**config.mk**
```make
export PLATFORM = sky130hd
export DESIGN_NAME = adder_share_ctrl
export DESIGN_NICKNAME = d
export VERILOG_FILES = /design/src/rtl/adder_share_ctrl.sv
export SDC_FILE = /design/constraint.sdc
export NUM_CORES = 1
export LEC_CHECK = 0
export BUFFER_PORTS_ARGS = -buffer_cell sky130_fd_sc_hd__buf_2
export CAP_MARGIN = 20
export CORE_UTILIZATION = 40
export CTS_BUF_LIST = sky130_fd_sc_hd__clkbuf_16
export CTS_CLUSTER_SIZE = 10
export DETAILED_ROUTE_END_ITERATION = 10
export GPL_ROUTABILITY_DRIVEN = 0
export GPL_TIMING_DRIVEN = 1
export MAX_ROUTING_LAYER = met4
export PLACE_DENSITY_LB_ADDON = 0.2
export SYNTH_ARGS = -nofsm -noshare
export SYNTH_HDL_FRONTEND = slang
export SYNTH_SLANG_ARGS = --single-unit
```
**constraint.sdc**
```tcl
create_clock -name clk -period 2.2 [get_ports clk]
set_input_delay 0.44 -clock clk [delete_from_list [all_inputs] [get_ports clk]]
set_output_delay 0.44 -clock clk [all_outputs]
set_load 0.01 [all_outputs]
```
**src/rtl/adder_share_ctrl.sv**
```systemverilog
// Round-robin controller sharing one external 16-bit adder between two requesters.
// Optional subtract support is enabled with `define ADDER_CTRL_SUB_EN.
//
// state      | meaning
// ST_IDLE    | waiting for a request, arbitrates and grants
// ST_SETTLE  | operands held on the adder while the carry chain settles
// ST_RESP    | result captured, done pulse to the owner
module adder_share_ctrl #(
  parameter int SETTLE_CYCLES = 8
) (
  input  logic        clk,
  input  logic        rst,
  input  logic        r0_req,
  input  logic [15:0] r0_a,
  input  logic [15:0] r0_b,
  input  logic        r0_cin,
  output logic        r0_gnt,
  output logic        r0_done,
  input  logic        r1_req,
  input  logic [15:0] r1_a,
  input  logic [15:0] r1_b,
  input  logic        r1_cin,
  output logic        r1_gnt,
  output logic        r1_done,
`ifdef ADDER_CTRL_SUB_EN
  input  logic        r0_sub,
  input  logic        r1_sub,
`endif
  output logic [15:0] add_a,
  output logic [15:0] add_b,
  output logic        add_cin,
  input  logic [15:0] add_s,
  input  logic        add_cout,
  output logic [15:0] res_s,
  output logic        res_cout,
  output logic        busy
);

  localparam logic [1:0] ST_IDLE   = 2'd0;
  localparam logic [1:0] ST_SETTLE = 2'd1;
  localparam logic [1:0] ST_RESP   = 2'd2;

  localparam logic [7:0] CNT_LOAD = 8'(SETTLE_CYCLES - 1);

  logic [1:0]  r_state;
  logic [7:0]  r_cnt;
  logic        r_last_r1;
  logic        r_owner;
  logic [15:0] r_op_a;
  logic [15:0] r_op_b;
  logic        r_op_cin;
  logic [15:0] r_res_s;
  logic        r_res_cout;

  logic        w_idle;
  logic        w_pick1;
  logic        w_gnt0;
  logic        w_gnt1;
  logic        w_grant;
  logic [15:0] w_sel_a;
  logic [15:0] w_sel_b;
  logic        w_sel_cin;
  logic [15:0] w_load_b;
  logic        w_load_cin;

  assign w_idle  = (r_state == ST_IDLE);
  // r_last_r1 = 1 means r1 was served last, so r0 wins a tie
  assign w_pick1 = r1_req & (~r0_req | ~r_last_r1);
  // gnt is combinational; masked during reset so every output reads 0
  assign w_gnt1  = w_idle & ~rst & w_pick1;
  assign w_gnt0  = w_idle & ~rst & r0_req & ~w_pick1;
  assign w_grant = w_gnt0 | w_gnt1;

  assign w_sel_a   = w_pick1 ? r1_a   : r0_a;
  assign w_sel_b   = w_pick1 ? r1_b   : r0_b;
  assign w_sel_cin = w_pick1 ? r1_cin : r0_cin;

`ifdef ADDER_CTRL_SUB_EN
  logic w_sel_sub;
  assign w_sel_sub  = w_pick1 ? r1_sub : r0_sub;
  // a - b is a + ~b + 1; res_cout = 1 then means no borrow
  assign w_load_b   = w_sel_sub ? ~w_sel_b : w_sel_b;
  assign w_load_cin = w_sel_sub ? 1'b1 : w_sel_cin;
`else
  assign w_load_b   = w_sel_b;
  assign w_load_cin = w_sel_cin;
`endif

  always_ff @(posedge clk or posedge rst) begin
    if (rst) begin
      r_state    <= ST_IDLE;
      r_cnt      <= 8'd0;
      r_last_r1  <= 1'b1;
      r_owner    <= 1'b0;
      r_op_a     <= 16'd0;
      r_op_b     <= 16'd0;
      r_op_cin   <= 1'b0;
      r_res_s    <= 16'd0;
      r_res_cout <= 1'b0;
    end else begin
      case (r_state)
        ST_IDLE: begin
          if (w_grant) begin
            r_state   <= ST_SETTLE;
            r_cnt     <= CNT_LOAD;
            r_owner   <= w_gnt1;
            r_last_r1 <= w_gnt1;
            r_op_a    <= w_sel_a;
            r_op_b    <= w_load_b;
            r_op_cin  <= w_load_cin;
          end
        end
        ST_SETTLE: begin
          if (r_cnt == 8'd0) begin
            r_res_s    <= add_s;
            r_res_cout <= add_cout;
            r_state    <= ST_RESP;
          end else begin
            r_cnt <= r_cnt - 8'd1;
          end
        end
        ST_RESP: begin
          r_state <= ST_IDLE;
        end
        default: begin
          r_state <= ST_IDLE;
        end
      endcase
    end
  end

  assign r0_gnt   = w_gnt0;
  assign r1_gnt   = w_gnt1;
  assign r0_done  = (r_state == ST_RESP) & ~r_owner;
  assign r1_done  = (r_state == ST_RESP) &  r_owner;
  assign add_a    = r_op_a;
  assign add_b    = r_op_b;
  assign add_cin  = r_op_cin;
  assign res_s    = r_res_s;
  assign res_cout = r_res_cout;
  assign busy     = ~w_idle;

endmodule

```
Word level (Yosys, flattened, before mapping)
Cells that the tools add are included.
{"block": "classes", "addsub": 1, "mul": 0, "div_mod_pow": 0, "n_lt_le_gt_ge": 0, "n_eq_ne": 5, "shifts": 0, "mux": 9, "n_bitwise": 15, "n_reduce_logical": 7}
{"cell": "$mux 16", "n": 2}
{"cell": "$mux 8", "n": 2}
{"cell": "$pmux 8 s2", "n": 1}
{"cell": "$logic_not 8->1", "n": 1}
{"cell": "$sub 8x1->8 const B", "n": 1}
{"cell": "$and 1x1->1", "n": 7}
{"cell": "$not 1->1", "n": 6}
{"cell": "$reduce_and 2->1", "n": 3}
{"cell": "$mux 2", "n": 2}
{"cell": "$ne 2x2->1 const B", "n": 2}
{"cell": "$pmux 2 s2", "n": 1}
{"cell": "$reduce_and 3->1", "n": 1}
{"cell": "$eq 2x1->1 const B", "n": 1}
{"cell": "$eq 2x2->1 const B", "n": 1}
{"cell": "$logic_not 2->1", "n": 1}
{"cell": "$ne 2x1->1 const B", "n": 1}
{"cell": "$or 1x1->1", "n": 2}
{"cell": "$reduce_bool 2->1", "n": 1}
{"cell": "$mux 1", "n": 1}
{"block": "word_totals", "ff_bits": 62, "latchBits": 0, "ram_bits": 0, "rom_bits": 0, "input_bits": 87, "out_inout_bits": 55, "word_cells": 46, "n_memories": 0}

Logic depth before layout (Yosys ltp)
{"block": "depth", "depth_word": 8, "ltp_mapped": 6, "mapped_depth_nobuf": 5}

Worst setup path before layout
OpenSTA, ideal clock, no wires.
{"block": "synth_timing", "path_kind": "flip-flop to flip-flop", "startpoint": "register r_cnt[0]", "endpoint": "register r_res_cout (netlist: res_cout)", "setup_time_ps": 125, "t_arrival_ps": 1804, "required_time_ps": 2075, "setup_slack_ps": 271, "path_stages_with_launch": 7, "n_path_buf": 1, "synth_period_minus_slack_ps": 1929, "cell_sequence": "dfrtp_1 > inv_1 > ha_1 > nor3b_1 > and3_1 > buf_4 > mux2_2"}
{"block": "synth_between", "elab_chain_len": 2}
{"item": "start, declared", "line": "46", "text": "logic [7:0] r_cnt;"}
{"item": "start signal, assigned", "line": "119", "text": "r_cnt <= r_cnt - 8'd1;"}
{"item": "$logic_not 8->1", "line": "114", "text": "if (r_cnt == 8'd0) begin"}
{"item": "$reduce_and 2->1 (no line)"}
{"item": "end signal, assigned", "line": "116", "text": "r_res_cout <= add_cout;"}
{"item": "end, declared", "line": "53", "text": "logic r_res_cout;"}
No other way between the ends.
A chain may end at the register's enable or synchronous reset.

Worst setup path in the final report
{"block": "layout_timing", "startpoint": "register r_state[1]", "endpoint": "output r0_gnt"}
{"block": "layout_between", "elab_chain_len": 4}
{"item": "start, declared", "line": "45", "text": "logic [1:0] r_state;"}
{"item": "start signal, assigned", "line": "91", "text": "r_state <= ST_IDLE;"}
{"item": "start signal, assigned", "line": "104", "text": "r_state <= ST_SETTLE;"}
{"item": "start signal, assigned", "line": "117", "text": "r_state <= ST_RESP;"}
{"item": "$logic_not 2->1", "line": "66", "text": "assign w_idle = (r_state == ST_IDLE);"}
{"item": "$and 1x1->1 (3 in a row)", "line": "71", "text": "assign w_gnt0 = w_idle & ~rst & r0_req & ~w_pick1;"}
{"item": "end, declared", "line": "17", "text": "output logic r0_gnt,"}
No other way between the ends.

==> out/results.txt <==
For the clock insertion delay at the later pin of the skew report, the log shows 310 ps. The worst setup path is captured at an output port. For this design, the CTS-stage hold fixing added 0 buffers. The routed layout has 2,472 vias. The required time of the critical path was 1760 ps. The final-report hold violation count came out at 0. The most common cell in the synthesized netlist is sky130_fd_sc_hd__o21ai_0.

The max-capacitance violation count is 0, and the floorplan core area is 0.006907 mm². The die is 87.04 µm tall. The run gives 0 as the post-cts repair resize count. In the final routing, the length of wire on met1 measures 2956 µm. For the synthesized instance count, the log shows 257. Destination of the worst register-to-register timing path: r_cnt[4]. Entering global routing, the biggest net connects 38 pins.

The worst register-to-register path begins at r_cnt[0]. Data on the critical path arrives at its endpoint at 1490 ps. Compared with the post-synthesis result, the final layout area differs by 40.10%. The average wire per cell in the routed design was 13.72 µm. The slowest stage of the critical path is the sky130_fd_sc_hd__dfrtp_1 cell.

The setup check on the worst reg-to-reg path leaves a slack of 350 ps. By area the synthesized netlist is led by sky130_fd_sc_hd__dfrtp_1, sky130_fd_sc_hd__mux2i_1, sky130_fd_sc_hd__o21ai_0. The run finished with clean final reports. Slew at the pin with the worst max-slew slack: 512.3 ps. The share of the synthesized area in the top cell type is 0.5277. After detailed routing, the total wire length is 6903 µm. The layout has 648 filler cells.

For this block, the initial DRC count from the detailed router was 73. The tools report the number of routed nets with antenna violations as 0. The max-slew violation count was 0; the die width was 87.04 µm.

The most used flip-flop cell after synthesis is sky130_fd_sc_hd__dfrtp_1. Counting the buffers created by CTS gives 9. Setup violations remaining at the end of the flow were counted as 0.

The tools report the count of boundary I/O pins as 142. In the synthesized netlist, the cells that appear most often are sky130_fd_sc_hd__o21ai_0, sky130_fd_sc_hd__dfrtp_1, sky130_fd_sc_hd__mux2i_1, sky130_fd_sc_hd__mux2_2, sky130_fd_sc_hd__clkbuf_1. Summed over all cells, the static leakage comes to 2.050 nW. Setup repair after global routing left no endpoint under its margin.

The logs give 3576 µm for the total met2 wirelength after detailed routing and 0.1967 for the overall global routing resource usage. The via count of the first global-routing pass was 2,356; the number of search-and-repair iterations in the first detailed-routing pass was 5. The run gives 0 as the antenna diode instance count.

The H-tree generated during clock tree synthesis spans 3 levels. During placement, the flow inserted port buffers numbering 141. The critical path is of the flop to output port type. No sink is reached through more buffers than the 2 on the longest clock path. The critical path goes through nor3_1 > nand2_1 > nor2_1 > buf_2. Effective utilization at floorplan: 0.4188.

TritonCTS built the clock tree. For the final routed database, the setup TNS stands at 0 ps. For the worst flop-to-flop path, the logic depth is 6. Mean instance size in the synthesized netlist: 11.26 µm². The global route total overflow is 0, and the proportion of layout cells with a drive suffix above 1 is 0.4717. The clock net in this run drives a total of 62 sinks. The highest metal layer carrying signal wires in the routed design is met4. The worst-path maximum fanout came out at 10. The die covers 0.007576 mm². The number of antenna violations at the first check in global routing was 0; the number of vias per cell after detailed routing was 4.915. Yosys printed 0 warnings. Cell family contributing the most delay on the critical path: simple AND/OR/NAND/NOR gates. In the routed design, unresolved DRC markers number 0. IR analysis of the VDD net gives a maximum drop of 0.5318 mV. After clock tree synthesis, the clock-pin slew on the worst setup and hold paths is 50 ps.

In the post-route analysis, the smallest setup slack over all paths is 266.6 ps. Counting flops and latches in the post-synthesis netlist gives 62. Tracing the worst setup path back leads to its startpoint at r_state[1]. Once the clock tree was built, the setup fixing pass inserted 0 buffers. The final clock period utilization by the worst path was 0.8788. The total length of routed met3 wires was 298 µm.

In this run the clock root is driven by a sky130_fd_sc_hd__clkbuf_16. The netlist uses 38 different library cells. STA classifies the critical path startpoint as a flop.

The remaining max-slew budget at the tightest pin was 0.6496; the number of flops mapped to enable cells by yosys was 0. The first global-routing pass estimated 11,120 µm of wire. The floorplan has 30 rows. When the netlist entered floorplanning its net count stood at 346. The number of buffers and inverters on the critical path is 1.

The total power density per cell area was 1261 mW/mm²; the half-perimeter wire length after detailed placement was 5042 µm. In this run the cell area of the synthesized design comes to 0.002893 mm². The tightest min-delay check is of the input port to async pin type. The run gives 5.108 mW as the total power. The largest total area in the synthesized netlist belongs to sky130_fd_sc_hd__dfrtp_1.

For the post-place setup slack, the log shows 353.4 ps. The register area share after synthesis is 0.5368. The maximum single-stage delay on the critical path was 490 ps; the maximum clock frequency was 0.5172 GHz. The number of nets in the layout is 491, and the worst setup skew after layout is 6.201 ps.

The fraction of registers with async set or reset after synthesis was 1.000. Post-layout minimum cycle time: 1933 ps.
worst max path at each step:
stage,to,slack (ps),depth (start not counted)
finish,r0_gnt,270,4
CTS,r0_gnt,250,4
detailed placement,r_cnt[4],350,6
global route,r_cnt[4],150,6
global placement,res_s[10],440,4
floorplan,add_a[0],220,1
layout by cell type, fill, tap and decap left out, types with 2 or more instances in the layout:
cell	instances
sky130_fd_sc_hd__buf_2	141
sky130_fd_sc_hd__o21ai_0	70
sky130_fd_sc_hd__dfrtp_1	61
sky130_fd_sc_hd__mux2i_1	36
sky130_fd_sc_hd__mux2_2	17
sky130_fd_sc_hd__clkbuf_16	9
sky130_fd_sc_hd__buf_4	8
sky130_fd_sc_hd__a21oi_1	7
sky130_fd_sc_hd__nor2_1	6
sky130_fd_sc_hd__a211oi_1	4
sky130_fd_sc_hd__nand2_1	3
sky130_fd_sc_hd__inv_1	3
sky130_fd_sc_hd__clkinv_2	3
sky130_fd_sc_hd__buf_12	3
sky130_fd_sc_hd__nor3_1	2
sky130_fd_sc_hd__o21ai_1	2
sky130_fd_sc_hd__nor3b_1	2
sky130_fd_sc_hd__or4_1	2
sky130_fd_sc_hd__ha_1	2
sky130_fd_sc_hd__clkinv_1	2
registers in the layout, indices dropped and copies added (netlist names), 2 cells and up:
| name | count |
|---|---|
| r_state | 2 |
| add_b | 16 |
| res_s | 16 |
| r_cnt | 8 |
| add_a | 16 |
metal layers:
metal	vias up	global-route usage
met4	0	0.06970
li1	1229	-
met1	1165	0.2383
met2	71	0.3257
met5	-	-
met3	7	0.04076
stage by stage:
step	instance area, µm²	utilization	std cells	hold WS [ps]
floorplan	2893	-	257	465.8
global placement	3771	0.5460	487	376.7
detailed placement	3771	0.5460	487	383.5
CTS	4053	0.5868	503	51.22
global route	4053	0.5868	503	58.23
finish	4053	0.5868	503	55.77
cells by family (layout without fill, tap and decap cells):
| logic type | Yosys count | count (layout) | share of synthesized area |
|---|---|---|---|
| mux | 53 | 53 | 0.1907 |
| fa+ha+maj | 2 | 2 | 0.008649 |
| flops | 62 | 62 | 0.5368 |
| buf+inv | 21 | 171 | 0.03200 |
| compound gates | 90 | 90 | 0.1678 |
| simple gates | 29 | 29 | 0.06402 |
final cells by class:
class / count / area [µm²] / area share
Sequential cell: 62 / 1553 / 0.3831
Tap cell: 96 / 120.1 / 0.02964
Clock inverter: 7 / 56.30 / 0.01389
Clock buffer: 9 / 225.2 / 0.05557
Timing Repair Buffer: 152 / 825.8 / 0.2038
Multi-Input combinational cell: 174 / 1261 / 0.3112
Inverter: 3 / 11.26 / 0.002779
report_power, final:
group / internal (mW) / switching, mW / total (mW)
sequential: 1.65 / 0.317 / 1.97
clock: 0.857 / 0.462 / 1.32
combinational: 0.876 / 0.946 / 1.82
(Power assumes the default switching activity.)
